### src/rtl/mem_port_arbiter.sv
// mem_port_arbiter: shares one fixed-latency single-port memory between instruction fetch and data access.
module mem_port_arbiter #(
  parameter int DATA_W  = 32,
  parameter int MEM_LAT = 2
) (
  input  logic              clk,
  input  logic              reset,
  input  logic              if_req,
  input  logic [DATA_W-1:0] if_addr,
  output logic [DATA_W-1:0] if_rdata,
  output logic              if_valid,
  input  logic              d_req,
  input  logic              d_we,
  input  logic [DATA_W-1:0] d_addr,
  input  logic [DATA_W-1:0] d_wdata,
  output logic [DATA_W-1:0] d_rdata,
  output logic              d_valid,
  output logic              stall_if,
  output logic              stall_mem,
  output logic              mem_en,
  output logic              mem_we,
  output logic [DATA_W-1:0] mem_addr,
  output logic [DATA_W-1:0] mem_wdata,
  input  logic [DATA_W-1:0] mem_rdata
);
  localparam int CW = $clog2(MEM_LAT + 1);
  typedef enum logic [1:0] {IDLE, BUSY, DONE} state_e;
  state_e            state_q, state_d;
  // owner/last_grant encoding: 1 = DATA, 0 = IFETCH
  logic              owner_q, last_q, we_q;
  logic [CW-1:0]     cnt_q;
  logic [DATA_W-1:0] addr_q, wdata_q, if_rdata_q, d_rdata_q;
  logic              any_req, gnt_d, last_beat;
  assign any_req   = if_req | d_req;
  assign gnt_d     = d_req & (~if_req | ~last_q);
  assign last_beat = (state_q == BUSY) && (cnt_q == CW'(1));
  assign if_rdata  = if_rdata_q;
  assign d_rdata   = d_rdata_q;
  assign stall_if  = if_req & ~if_valid;
  assign stall_mem = d_req & ~d_valid;
  always_comb begin
    state_d   = state_q;
    mem_en    = 1'b0;
    mem_we    = 1'b0;
    mem_addr  = '0;
    mem_wdata = '0;
    if_valid  = 1'b0;
    d_valid   = 1'b0;
    case (state_q)
      IDLE: state_d = any_req ? BUSY : IDLE;
      BUSY: begin
        state_d   = last_beat ? DONE : BUSY;
        mem_en    = 1'b1;
        mem_we    = we_q;
        mem_addr  = addr_q;
        mem_wdata = wdata_q;
      end
      DONE: begin
        state_d  = IDLE;
        if_valid = ~owner_q;
        d_valid  = owner_q;
      end
      default: state_d = IDLE;
    endcase
  end
  always_ff @(posedge clk) begin
    if (reset) state_q <= IDLE;
    else state_q <= state_d;
  end
  always_ff @(posedge clk) begin
    if (reset) begin
      owner_q    <= 1'b0;
      last_q     <= 1'b0;
      we_q       <= 1'b0;
      cnt_q      <= '0;
      addr_q     <= '0;
      wdata_q    <= '0;
      if_rdata_q <= '0;
      d_rdata_q  <= '0;
    end else begin
      if (state_q == IDLE && any_req) begin
        owner_q <= gnt_d;
        addr_q  <= gnt_d ? d_addr : if_addr;
        we_q    <= gnt_d & d_we;
        wdata_q <= gnt_d ? d_wdata : '0;
        cnt_q   <= CW'(MEM_LAT);
      end
      if (state_q == BUSY) cnt_q <= cnt_q - CW'(1);
      if (last_beat) begin
        last_q <= owner_q;
        if (!we_q && owner_q) d_rdata_q <= mem_rdata;
        if (!we_q && !owner_q) if_rdata_q <= mem_rdata;
      end
    end
  end
endmodule

### config.mk
export PLATFORM = sky130hd
export DESIGN_NAME = mem_port_arbiter
export DESIGN_NICKNAME = d
export VERILOG_FILES = /design/src/rtl/mem_port_arbiter.sv
export SDC_FILE = /design/constraint.sdc
export NUM_CORES = 1
export LEC_CHECK = 0
export CAP_MARGIN = 5
export CORE_MARGIN = 3
export CORE_UTILIZATION = 42
export DETAILED_ROUTE_END_ITERATION = 8
export PLACE_DENSITY_LB_ADDON = 0.3
export SKIP_CTS_REPAIR_TIMING = 1
export SYNTH_ARGS = -nofsm -noshare
export SYNTH_HDL_FRONTEND = slang
export SYNTH_SLANG_ARGS = --single-unit
### constraint.sdc
create_clock -name clk -period 1.92 [get_ports clk]
set_input_delay 0.384 -clock clk [delete_from_list [all_inputs] [get_ports clk]]
set_output_delay 0.384 -clock clk [all_outputs]
set_load 0.02 [all_outputs]
==> results.txt <==
Worst min-delay path endpoint -> wdata_q[28]
Insertion delay of the later-clocked pin in the worst-skew pair -> 0.41 ns
Largest clock skew in the final design -> 0.00680 ns
Global route overflow -> 0
Top cell type's share of synthesized area -> 44.5%
Internal Power -> 0.00590 W
Most frequent cells in the layout -> 195 x sky130_fd_sc_hd__clkdlybuf4s50_1, 135 x sky130_fd_sc_hd__dfxtp_1, 97 x sky130_fd_sc_hd__nand2b_1
Psw -> 0.00196 W
Most frequent standard cell in the layout excluding fill and tap cells -> sky130_fd_sc_hd__clkdlybuf4s50_1
Leak -> 3.92 nW
Total CTS buffers -> 17
Clock tree from TritonCTS -> yes
Global-route wire length before repair -> 29200 um
Combinational group share of total power -> 17.4%
Clock-pin slew reported for the worst setup and hold paths after clock tree synthesis -> 0.06 ns
Worst setup path class -> reg2out
Post-synthesis to final-layout area growth -> 57.7%
Setup slack on the worst flop-to-flop path -> 0.16 ns
Type of the tightest min-delay check -> reg2reg
Worst reg2reg path endpoint -> d_rdata[20]
Biggest fanout along the worst timing path -> 17
Number of max-slew violations in the final report -> 0
Drt wl/cell -> 16.6 um
Die height -> 126 um
Antenna violations before repair -> 0
Syn_nets -> 822
Post-synthesis sequential area ratio -> 44.5%
Die width -> 126 um
Weighted congestion reported at the end of routability-driven placement -> 0.774
Post-synthesis average cell area -> 8.83 um^2
Placed insts -> 1092
Crit. End Element -> output pin
Hold Startpoint -> wdata_q[28]
CTS H-tree lvls -> 4
Worst hold path stage count -> 2
Final setup violating endpoints -> 38
CP Launch Type -> flip-flop
Post-route setup TNS -> -0.908 ns
Switching part of the total power -> 24.9%
Clock root buffer -> sky130_fd_sc_hd__clkbuf_16
Total detailed-routing wirelength -> 18700 um
Cell area after layout -> 9580 um^2
Fraction of the cycle the final worst path needs -> 102%
Max Cap Viol -> 0
Ratio of cells with drive above 1 in the final layout -> 15.3%
Aggregate global-route resource usage -> 22.3%
Post-route minimum period -> 1.96 ns
Finished Layout Cells -> 1129
Placeable core region -> 14000 um^2
Floorplan row count -> 43
Final setup margin -> -0.0428 ns
Worst slew slack as a fraction of its limit -> 81.1%
Total Power Consumption -> 0.00786 W
Distinct cell type count after synthesis -> 30
Number of synthesized register bits -> 135
Leading post-synthesis cells by cell area -> sky130_fd_sc_hd__dfxtp_1 44%, sky130_fd_sc_hd__mux2i_1 11%, sky130_fd_sc_hd__nand2b_1 10%
Yosys Warn Count -> 0
Maximum buffer depth of the clock tree -> 2
FF-to-FF Start -> cnt_q[0]
Transition time at the pin with the least slew margin -> 0.283 ns
Layout filler cell count -> 1174
Most area-hungry cell type in the Yosys netlist -> sky130_fd_sc_hd__dfxtp_1
Mapped Cells -> 688
I/O pin total -> 267
Total number of vias -> 5901
Diode count -> 0
WHS -> 0.468 ns
Count of unresolved DRC violations after routing -> 0
Number of DRC violations after detailed-routing iteration 0 -> 356
Status -> complete, but fails checks
Area of the multi-input gates -> 3120 um^2
Vias per cell -> 5.23
TritonCTS Sinks -> 135
Detailed placer's ending HPWL -> 12200 um
Die footprint -> 15900 um^2
Remaining antenna violation count -> 0
Unrepaired setup endpoints after global routing -> true
Post-synthesis cell area -> 6080 um^2
Area after DPL -> 9030 um^2
Data required time of the critical path -> 1.54 ns
Largest net degree at the start of global routing -> 66
Sequential cell area -> 2700 um^2
Starting utilization of the core area -> 43.4%
Peak supply drop -> 572 uV
Vias in the first global route -> 5772
Count of port buffers added during placement -> 266
Clock network power share -> 44.1%
Peak Freq -> 0.509 GHz
Worst EP arrival -> 1.58 ns
Worst reg-to-reg path cell count -> 5
Number of hold violations in the final report -> 0
Total number of nets in the final design -> 1070
DRT Pass-1 Iters -> 6
Violated checks -> negative setup slack
Cell Pwr Density -> 820 nW/um^2
Flop pwr share -> 38.5%
synthesized netlist by cell type:
library cell,number
sky130_fd_sc_hd__dfxtp_1,135
sky130_fd_sc_hd__nand2b_1,97
sky130_fd_sc_hd__a21oi_1,69
sky130_fd_sc_hd__nand2_1,67
sky130_fd_sc_hd__and2_1,65
sky130_fd_sc_hd__mux2i_1,64
sky130_fd_sc_hd__clkbuf_1,51
sky130_fd_sc_hd__o21ai_0,34
sky130_fd_sc_hd__nand4_1,33
sky130_fd_sc_hd__a311oi_1,32
sky130_fd_sc_hd__buf_2,8
sky130_fd_sc_hd__nor2_1,6
sky130_fd_sc_hd__buf_6,4
sky130_fd_sc_hd__buf_1,3
sky130_fd_sc_hd__inv_1,2
sky130_fd_sc_hd__nand3_1,2
sky130_fd_sc_hd__nor2b_1,2
sky130_fd_sc_hd__or2_2,2
sky130_fd_sc_hd__a211oi_1,1
sky130_fd_sc_hd__a21bo_2,1
sky130_fd_sc_hd__a21boi_1,1
sky130_fd_sc_hd__and2b_1,1
sky130_fd_sc_hd__and3b_1,1
sky130_fd_sc_hd__ha_1,1
sky130_fd_sc_hd__nand3b_4,1
sky130_fd_sc_hd__nor3_1,1
sky130_fd_sc_hd__nor3_2,1
sky130_fd_sc_hd__nor3b_1,1
sky130_fd_sc_hd__o21a_1,1
sky130_fd_sc_hd__or3b_1,1
power by group through the flow:
stage	Clock (W)	Combinational, W	Sequential (W)
final	0.00347	0.00136	0.00303
after global routing	0.00364	0.00147	0.00304
after CTS	0.00353	0.00133	0.00302
after detailed placement	0	0.00133	0.00308
after global placement	0	0.00132	0.00308
after floorplan	0	0.000640	0.00309
cell type report:
class / instances / share of cell area, %
repair buffers: 295 / 30.3
clock inverters: 12 / 1.82
flip-flops and latches: 135 / 28.2
well taps: 180 / 2.35
clock buffers: 20 / 4.77
inverters: 2 / 0.0784
multi-input cells: 485 / 32.5
logic make-up (layout without fill, tap and decap cells):
logic type,after synthesis,in the layout,share of synthesized area (%)
buf+inv,68,329,4.86
compound gates,139,139,13.6
flops,135,135,44.5
mux,64,64,10.5
fa+ha+maj,1,1,0.206
simple gates,281,281,26.3
critical path, stage by stage (launching register included):
cell and delay (ns):
sky130_fd_sc_hd__dfxtp_1 0.31, sky130_fd_sc_hd__and2b_4 0.28, sky130_fd_sc_hd__buf_12 0.12, sky130_fd_sc_hd__clkbuf_16 0.16
sky130_fd_sc_hd__and2_1 0.13, sky130_fd_sc_hd__clkbuf_2 0.16
routing by layer:
layer	up-vias	GRT usage [%]	wire, um
met1	2752	27.0	7760
met4	0	8.39	503
li1	2883	-	-
met5	-	0	0
met2	230	36.5	8930
met3	36	7.80	1520
per-stage QoR:
stage | setup WS (ns) | utilization (%)
floorplan | 0.179 | -
global placement | -0.107 | 64.5
detailed placement | -0.128 | 64.5
CTS | -0.529 | 69.0
global route | -0.109 | 68.5
finish | -0.0428 | 68.5
worst max path at each step:
stage / slack (ns) / to / cells after the start / from
global route: -0.11 / mem_addr[14] / 5 / state_q[1]
CTS: -0.53 / mem_we / 4 / state_q[1]
finish: -0.04 / mem_addr[14] / 5 / state_q[1]
floorplan: 0.18 / mem_addr[10] / 4 / state_q[0]
detailed placement: -0.13 / stall_mem / 3 / d_req
global placement: -0.11 / stall_mem / 3 / d_req
sequential cells by signal (all words and copies together), names as in the netlist:
| register | count |
|---|---|
| owner_q | 1 |
| last_q | 1 |
| d_rdata | 32 |
| if_rdata | 32 |
| addr_q | 32 |
| wdata_q | 32 |
| we_q | 1 |
| state_q | 2 |
| cnt_q | 2 |
Note: power is estimated with default switching activity, not from simulation.
